### config.mk
export PLATFORM = sky130hd
export DESIGN_NAME = dmem_byte_arbiter
export DESIGN_NICKNAME = d
export VERILOG_FILES = /design/src/rtl/dmem_byte_arbiter.sv
export SDC_FILE = /design/constraint.sdc
export NUM_CORES = 1
export LEC_CHECK = 0
export CELL_PAD_IN_SITES_DETAIL_PLACEMENT = 1
export CELL_PAD_IN_SITES_GLOBAL_PLACEMENT = 1
export CORE_ASPECT_RATIO = 1.4
export CORE_UTILIZATION = 49
export CTS_CLUSTER_DIAMETER = 50
export CTS_CLUSTER_SIZE = 40
export DETAILED_ROUTE_END_ITERATION = 8
export DONT_BUFFER_PORTS = 1
export MAX_ROUTING_LAYER = met4
export PLACE_DENSITY = 0.81
export SYNTH_ARGS = -nofsm -noshare
export SYNTH_HDL_FRONTEND = slang
export SYNTH_SLANG_ARGS = --single-unit
export TNS_END_PERCENT = 50
### constraint.sdc
create_clock -name clk -period 2.9 [get_ports clk]
set_input_delay 0.58 -clock clk [delete_from_list [all_inputs] [get_ports clk]]
set_output_delay 0.58 -clock clk [all_outputs]
set_load 0.1 [all_outputs]
### src/rtl/dmem_byte_arbiter.sv
// Two word requesters (C = processor, A = aux/debug) sharing one byte-wide memory; each word is 4 big-endian byte beats.
// Optional define MISALIGN_TRAP_EN: unaligned word addresses ack immediately with err and never touch memory.
module dmem_byte_arbiter #(
    parameter int ADDR_W = 5,
    parameter bit RR     = 1'b1
) (
    input  logic              clk,
    input  logic              reset,
    input  logic              c_req,
    input  logic              c_we,
    input  logic [ADDR_W-1:0] c_addr,
    input  logic [31:0]       c_wdata,
    output logic              c_ack,
    output logic [31:0]       c_rdata,
    input  logic              a_req,
    input  logic              a_we,
    input  logic [ADDR_W-1:0] a_addr,
    input  logic [31:0]       a_wdata,
    output logic              a_ack,
    output logic [31:0]       a_rdata,
    output logic              err,
    output logic              busy,
    output logic              gnt_id,
    output logic              mem_en,
    output logic              mem_we,
    output logic [ADDR_W-1:0] mem_addr,
    output logic [7:0]        mem_wdata,
    input  logic [7:0]        mem_rdata
);

    typedef enum logic [1:0] {IDLE, BEAT, TAIL, DONE} state_t;

    state_t              state_q;
    logic [1:0]          k_q;
    logic                we_q;
    logic [23:0]         wsh_q;
    logic [23:0]         stage_q;
    logic                gnt_q;
    logic                last_q;
    logic                c_ack_q;
    logic                a_ack_q;
    logic                err_q;
    logic [31:0]         c_rdata_q;
    logic [31:0]         a_rdata_q;
    logic                mem_en_q;
    logic                mem_we_q;
    logic [ADDR_W-1:0]   mem_addr_q;
    logic [7:0]          mem_wdata_q;

    logic                sel_a;
    logic                sel_we;
    logic [ADDR_W-1:0]   sel_addr;
    logic [31:0]         sel_wdata;

    // A wins alone, or on a tie when round-robin and C was granted last.
    always_comb begin
        sel_a     = a_req && (!c_req || (RR && !last_q));
        sel_we    = sel_a ? a_we    : c_we;
        sel_addr  = sel_a ? a_addr  : c_addr;
        sel_wdata = sel_a ? a_wdata : c_wdata;
    end

    always_ff @(posedge clk) begin
        if (reset) begin
            state_q     <= IDLE;
            k_q         <= 2'd0;
            we_q        <= 1'b0;
            wsh_q       <= 24'h0;
            stage_q     <= 24'h0;
            gnt_q       <= 1'b1;
            last_q      <= 1'b1;
            c_ack_q     <= 1'b0;
            a_ack_q     <= 1'b0;
            err_q       <= 1'b0;
            c_rdata_q   <= 32'h0;
            a_rdata_q   <= 32'h0;
            mem_en_q    <= 1'b0;
            mem_we_q    <= 1'b0;
            mem_addr_q  <= '0;
            mem_wdata_q <= 8'h0;
        end else begin
            c_ack_q <= 1'b0;
            a_ack_q <= 1'b0;
            err_q   <= 1'b0;
            case (state_q)
                IDLE: begin
                    if (c_req || a_req) begin
                        gnt_q <= sel_a;
                        we_q  <= sel_we;
                        wsh_q <= sel_wdata[23:0];
`ifdef MISALIGN_TRAP_EN
                        if (sel_addr[1:0] != 2'b00) begin
                            state_q <= DONE;
                            err_q   <= 1'b1;
                            c_ack_q <= !sel_a;
                            a_ack_q <= sel_a;
                        end else
`endif
                        begin
                            state_q     <= BEAT;
                            k_q         <= 2'd0;
                            mem_en_q    <= 1'b1;
                            mem_we_q    <= sel_we;
                            mem_addr_q  <= sel_addr;
                            mem_wdata_q <= sel_wdata[31:24];
                        end
                    end
                end
                BEAT: begin
                    // Read data trails the strobe by one cycle, so beat k captures byte k-1.
                    if (!we_q && k_q != 2'd0) begin
                        stage_q <= {stage_q[15:0], mem_rdata};
                    end
                    if (k_q == 2'd3) begin
                        mem_en_q <= 1'b0;
                        mem_we_q <= 1'b0;
                        if (we_q) begin
                            state_q <= DONE;
                            c_ack_q <= !gnt_q;
                            a_ack_q <= gnt_q;
                        end else begin
                            state_q <= TAIL;
                        end
                    end else begin
                        k_q         <= k_q + 2'd1;
                        mem_addr_q  <= mem_addr_q + ADDR_W'(1);
                        mem_wdata_q <= wsh_q[23:16];
                        wsh_q       <= {wsh_q[15:0], 8'h00};
                    end
                end
                TAIL: begin
                    state_q <= DONE;
                    c_ack_q <= !gnt_q;
                    a_ack_q <= gnt_q;
                    if (gnt_q) begin
                        a_rdata_q <= {stage_q, mem_rdata};
                    end else begin
                        c_rdata_q <= {stage_q, mem_rdata};
                    end
                end
                DONE: begin
                    last_q  <= gnt_q;
                    state_q <= IDLE;
                end
                default: state_q <= IDLE;
            endcase
        end
    end

    assign c_ack     = c_ack_q;
    assign a_ack     = a_ack_q;
    assign err       = err_q;
    assign c_rdata   = c_rdata_q;
    assign a_rdata   = a_rdata_q;
    assign busy      = (state_q != IDLE);
    assign gnt_id    = gnt_q;
    assign mem_en    = mem_en_q;
    assign mem_we    = mem_we_q;
    assign mem_addr  = mem_addr_q;
    assign mem_wdata = mem_wdata_q;

endmodule
==> impl_results.md, run 1 <==
* Synth area leaders: dfxtp_1 (48%), nand2_1 (14%), a21oi_1 (10%)
* Synth Net Count at approximately 790
* Post-CTS Hold Fix Bufs at 0
* Distinct cells, synth at 43
* Skew-Pair Late Insertion Delay at a little over 0.4 ns
* DRC Markers at 0
* Initial Util at about half
* Max-Cap Viols at 0
* Sequential-to-total area share from yosys stat at between 40 and 50%
* Worst Path Max Fanout at 26
* RSZ-0062 raised after global routing: no
* Startpoint Class: flop
* EDFF count, synth at 0
* Ant diodes at 0
* Post-synth top area cell: dfxtp_1
* Area growth syn-to-layout at 12.3%
* Post-CTS Setup Inserts at 0
* Vias in the first global route at 4908
* Antenna viol nets, final at 0
* Die Y-Extent at roughly 130 um
* PostCTS Resize Cnt at 0
* F_max at between 0.4 and 0.5 GHz
* CTS tree: yes
* Yosys warning count at 0
* Cell leakage power at 2.18 nW
* Reg clk slew, reported paths at approximately 0.060 ns
* Fin crit share at a little over four fifths
* Design Power at 0.00758 W
* Worst Path Arrival at around 2.8 ns
* Worst Skew at approximately 0.0074 ns
* Die Footprint at around 12000 sq um
* Vias at 4778
* Initial DRC Count at about 160
* # rows at 46
* Worst vdd ir at just under 0.6 mV
* Largest net degree at the start of global routing at between 100 and 150
* Mapped Area at between 5000 and 6000 sq um
* Via density per instance at 5.75
* Slew @ Worst Pin at 1.04 ns
* Grt total ovfl at 0
* Max_slew headroom at 30.8%
* Post-synth top cells: nand2_1 (208), dfxtp_1 (136), a21oi_1 (119)
* Setup crit end kind: flop
* Placed Cells at 799
* Ys async rst share at 0%
* Fill cells at 1339
* I/O pin count at 172
* Fraction of layout cells with a size suffix above 1 at 11.5%
* Post-synth top area share at between 40% and 50%
* CP max-delay cell: a21o_1
* Initial antenna violation count at 0
* Hold Violations, Final at 0
* IO buf count at 0
* Leading cell type by number of instances after synthesis: nand2_1
* Multi-input logic area at 2740 sq um
* Core Region at approximately 11000 sq um
* Final WL at roughly 16000 um
* Post-layout min period at about 2.4 ns
* Num CTS Buffers at 17
* Mapped Cells at just under 700
* CTS sink cnt at 136
* Setup WS pre-CTS at ~0.56 ns
* Crit path kind: reg -> reg
* Global Route Usage Sum at between 20% and 30%
* Critical Path RT at between 3 and 4 ns
* Pins Over Slew Limit at 0
* Status: complete, no violations
* Power per cell area at approximately 1200 nW/um^2
* WL/cell at about 19 um
* First-pass GRT wire length at about 25000 um
* Mean Syn Cell Area at 8.27 sq um
* Hold Path Class: in -> reg
* Critical path's top delay family: compound AO/OA/AOI/OAI gates
* FF+latch count, synth at approximately 140
* Reg area at about 2700 sq um
* Setup Viol. Count Final at 0
* Critical path buffers and inverters at 2
* Fin cells at about 830
* CTS root buf: clkbuf_16
* Setup TNS at 0 ns
* Final setup margin at ~0.49 ns
* Final GP Congestion at 0.827
* Initial DRT Pass Iterations at 4
* Max clock buf depth at 2
* CP max stage delay at roughly 0.40 ns
* Chip Width at just over 90 um
* Top FF cell, synth: dfxtp_1
* Dpl hpwl at around 10000 um
* H-tree levels at 4
* Critical path, cell by cell: inv_1, ha_1, nor3b_4, a21o_1, buf_4, nand2_1, a21oi_1
* NumNets Final at slightly below 800
==> routing by layer <==
metal	track usage, %	vias to the layer above	share of wire, %
li1	-	2291	-
met3	7.23	30	5.6
met4	11.3	0	2.9
met2	49.8	151	54
met5	-	-	0
met1	27.0	2306	38
==> cell type report <==
type | count | share of cell area [%]
clock buffers | 18 | 6.68
clock inverters | 14 | 3.10
inverters | 8 | 0.467
flip-flops and latches | 136 | 42.4
well taps | 144 | 2.80
multi-input cells | 494 | 42.6
repair buffers | 17 | 1.99
==> final timing paths <==
path                      startpoint                   endpoint  slack (ns)  depth (start not counted)
max          state_q[1]$_SDFFE_PP0P_  mem_wdata[3]$_SDFFE_PP0P_        0.49                          7
min                            reset   a_rdata[29]$_SDFFE_PP0P_        0.24                          1
max reg2reg  state_q[1]$_SDFFE_PP0P_  mem_wdata[3]$_SDFFE_PP0P_        0.49                          7
min reg2reg   wsh_q[21]$_SDFFE_PP0P_     wsh_q[21]$_SDFFE_PP0P_        0.45                          2
==> worst register-to-register path, cell delays in order (launching register included) <==
cell     delay (ns)
dfxtp_1        0.36
inv_1          0.16
ha_1           0.36
nor3b_4        0.39
a21o_1         0.40
buf_4          0.36
nand2_1        0.09
a21oi_1        0.21
==> placed cells by master, fill, tap and decap left out, types with 2 or more instances in the layout <==
cell type / count
nand2_1: 208
dfxtp_1: 136
a21oi_1: 118
nand2b_1: 30
o211ai_1: 26
mux2_2: 21
clkbuf_16: 17
buf_4: 17
mux2_1: 14
nor2_1: 12
a22oi_1: 9
ha_1: 8
inv_1: 7
nand3_1: 7
o21ai_0: 6
bufinv_16: 4
a31oi_1: 3
mux2i_1: 3
clkinv_4: 3
clkinvlp_4: 3
and2_1: 2
and3_1: 2
or3_1: 2
a211oi_1: 2
clkinv_2: 2
==> logic make-up after synthesis <==
family / Yosys count / synth area share (%)
buf+inv: 62 / 4.83
other cells: 1 / 0.0655
fa+ha+maj: 9 / 1.97
flops: 136 / 47.6
mux: 38 / 7.41
compound gates: 174 / 17.8
simple gates: 272 / 20.4
==> registers in the layout, indices dropped and copies added (netlist names), 2 cells and up <==
signal,flops
a_rdata,32
wsh_q,24
mem_wdata,8
state_q,2
stage_q,24
mem_addr,5
c_rdata,32
k_q,2
==> per-stage QoR <==
| step | hold slack (ns) | area (sq um) | utilization [%] |
|---|---|---|---|
| after floorplan | 0.431 | 5720 | - |
| after global routing | 0.218 | 6430 | 56.7 |
| after CTS | 0.219 | 6430 | 56.7 |
| after global placement | 0.433 | 5800 | 51.1 |
| final | 0.238 | 6430 | 56.7 |
| after detailed placement | 0.437 | 5800 | 51.1 |
==> power breakdown <==
| group | total, W | internal (W) | leakage (nW) | switching (W) |
|---|---|---|---|---|
| Sequential | 0.00314 | 0.00219 | 1.10 | 0.000948 |
| Combinational | 0.00216 | 0.000686 | 0.775 | 0.00148 |
| Clock | 0.00228 | 0.00145 | 0.298 | 0.000835 |
Note: power is estimated with default switching activity, not from simulation.
==> run 2: changes to the inputs <==
--- a/config.mk
+++ b/config.mk
@@ -8,13 +8,13 @@
 export CELL_PAD_IN_SITES_DETAIL_PLACEMENT = 1
 export CELL_PAD_IN_SITES_GLOBAL_PLACEMENT = 1
 export CORE_ASPECT_RATIO = 1.4
-export CORE_UTILIZATION = 49
+export CORE_UTILIZATION = 41
 export CTS_CLUSTER_DIAMETER = 50
 export CTS_CLUSTER_SIZE = 40
 export DETAILED_ROUTE_END_ITERATION = 8
 export DONT_BUFFER_PORTS = 1
 export MAX_ROUTING_LAYER = met4
-export PLACE_DENSITY = 0.81
+export PLACE_DENSITY = 0.72
 export SYNTH_ARGS = -nofsm -noshare
 export SYNTH_HDL_FRONTEND = slang
 export SYNTH_SLANG_ARGS = --single-unit
==> constraint.sdc (replaced) <==
create_clock -name clk -period 2.2 [get_ports clk]
set_input_delay 0.44 -clock clk [delete_from_list [all_inputs] [get_ports clk]]
set_output_delay 0.44 -clock clk [all_outputs]
set_load 0.1 [all_outputs]
==> impl_results.md, run 2 (synthesized netlist as in run 1, its figures left out) <==
* NumNets Final at 849
* Hold Violations, Final at 0
* Initial DRC Count at 113
* CP max-delay cell: dfxtp_1
* Multi-input logic area at approximately 2700 sq um
* Commonest non-fill, non-tap cell in the layout: nand2_1
* Worst vdd ir at 0.751 mV
* Final GP Congestion at roughly 0.86
* Initial antenna violation count at 0
* Post-layout min period at 2.10 ns
* Largest net degree at the start of global routing at ~140
* Placed Cells at 915
* Flop pwr share at between 30% and 40%
* Setup crit end kind: output pin
* Hold path depth at 1
* Max_slew headroom at a little under half
* Antenna viol nets, final at 0
* Cell leakage power at roughly 2.6 nW
* Initial Util at a little over two fifths
* R2R depth at 6
* Skew-Pair Late Insertion Delay at 0.41 ns
* Max clock buf depth at 2
* Critical Path RT at about 1.8 ns
* Worst Skew at ~0.0092 ns
* Most frequent cells in the layout: nand2_1 (208), dfxtp_1 (136), a21oi_1 (118), buf_4 (91), nand2b_1 (30)
* Dpl hpwl at 11000 um
* Chip Width at a little over 100 um
* Status: complete, no violations
* Global Route Usage Sum at 23.8%
* CTS tree: yes
* Final WL at 16300 um
* First-pass GRT wire length at roughly 26000 um
* Crit path kind: reg -> out
* Slew @ Worst Pin at 0.824 ns
* Clock Power Share at around 29%
* WL/cell at approximately 17 um
* Sw Pwr at roughly 0.0044 W
* Comb power frac at between 40% and 50%
* Hold Path Class: in -> reg
* Initial DRT Pass Iterations at 4
* H-tree levels at 4
* Startpoint Class: flop
* RSZ-0062 raised after global routing: no
* Power per cell area at between 1000 and 1500 nW/um^2
* # rows at 50
* Reg area at roughly 2700 sq um
* Critical path, cell by cell: inv_1, ha_1, buf_4, inv_1, buf_6
* Fin cells at 947
* Critical path buffers and inverters at 4
* Ant diodes at 0
* CTS sink cnt at around 140
* Vias in the first global route at around 5300
* F_max at around 0.48 GHz
* Grt total ovfl at 0
* Fin crit share at a little over nine tenths
* DRC Markers at 0
* Worst Path Arrival at 1.66 ns
* Setup TNS at 0 ns
* Core Region at 13500 sq um
* Worst path depth at 5
* Pins Over Slew Limit at 0
* Reg clk slew, reported paths at about 0.060 ns
* Max-Cap Viols at 0
* PostCTS Resize Cnt at 0
* Critical path's top delay family: buffers and inverters
* Post-CTS Hold Fix Bufs at 0
* CTS root buf: clkbuf_16
* Die Footprint at about 14000 sq um
* Area growth syn-to-layout at 24.1%
* Fraction of layout cells with a size suffix above 1 at between 20 and 25%
* CP max stage delay at 0.40 ns
* IO buf count at 0
* Post-CTS Setup Inserts at 0
* Fill cells at ~1600
* Worst Path Max Fanout at 6
* Setup Viol. Count Final at 0
* CP dominant cell by count: inv_1
* I/O pin count at around 170
* Switching Fraction at 42.5%
* Vias at about 5000
* Via density per instance at between 5 and 6
* Num CTS Buffers at 17
* P_int at slightly below 0.006 W
* Die Y-Extent at 142 um
## run 2: power by group through the flow
stage	sequential, W	combinational (W)	clock [W]
2_1_floorplan	0.00438	0.00203	0
3_3_place_gp	0.00315	0.00415	0
3_5_place_dp	0.00317	0.00425	0
4_1_cts	0.00312	0.00427	0.00306
5_1_grt	0.00317	0.00455	0.00317
6_report	0.00312	0.00422	0.00300
## run 2: area by class of cell
type                       count  area share (%)
clock inverter                14            2.66
timing repair buffer          95            10.6
multi-input combinational    494            38.6
clock buffer                  18            6.18
sequential                   136            38.3
tap                          182            3.21
inverter                       8           0.423
## run 2: path summary, 6_finish.rpt
path | from | endpoint | slack [ns]
min | reset | c_rdata[26]$_SDFFE_PP0P_ | 0.11
max | state_q[0]$_SDFFE_PP0P_ | busy | 0.1
min reg2reg | wsh_q[22]$_SDFFE_PP0P_ | wsh_q[22]$_SDFFE_PP0P_ | 0.45
max reg2reg | state_q[1]$_SDFFE_PP0P_ | stage_q[9]$_SDFFE_PP0P_ | 0.20
## run 2: worst register-to-register path, stage by stage, from the launching register on
cell and delay, ns:
dfxtp_1 0.41, inv_1 0.13, ha_2 0.21, inv_2 0.14
or3_1 0.68, nand2_1 0.15, a21oi_1 0.20
## run 2: metrics by stage
step           hold WS (ns)  power (W)  utilization (%)  cell area, sq um  setup WS (ns)
2_1_floorplan         0.431    0.00640                -              5720          0.128
3_3_place_gp          0.436    0.00730             47.9              6470          0.312
3_5_place_dp          0.438    0.00742             47.9              6470          0.199
4_1_cts              0.0874     0.0104             52.5              7100         0.0478
5_1_grt              0.0928     0.0109             52.6              7100        0.00416
6_report              0.113     0.0103             52.6              7100         0.0969
## run 2: metal layers
layer  wire [um]  global-route usage (%)
met3         690                    4.73
met4         401                    8.80
met5           0                       -
met2        8940                    44.3
met1        6250                    24.0
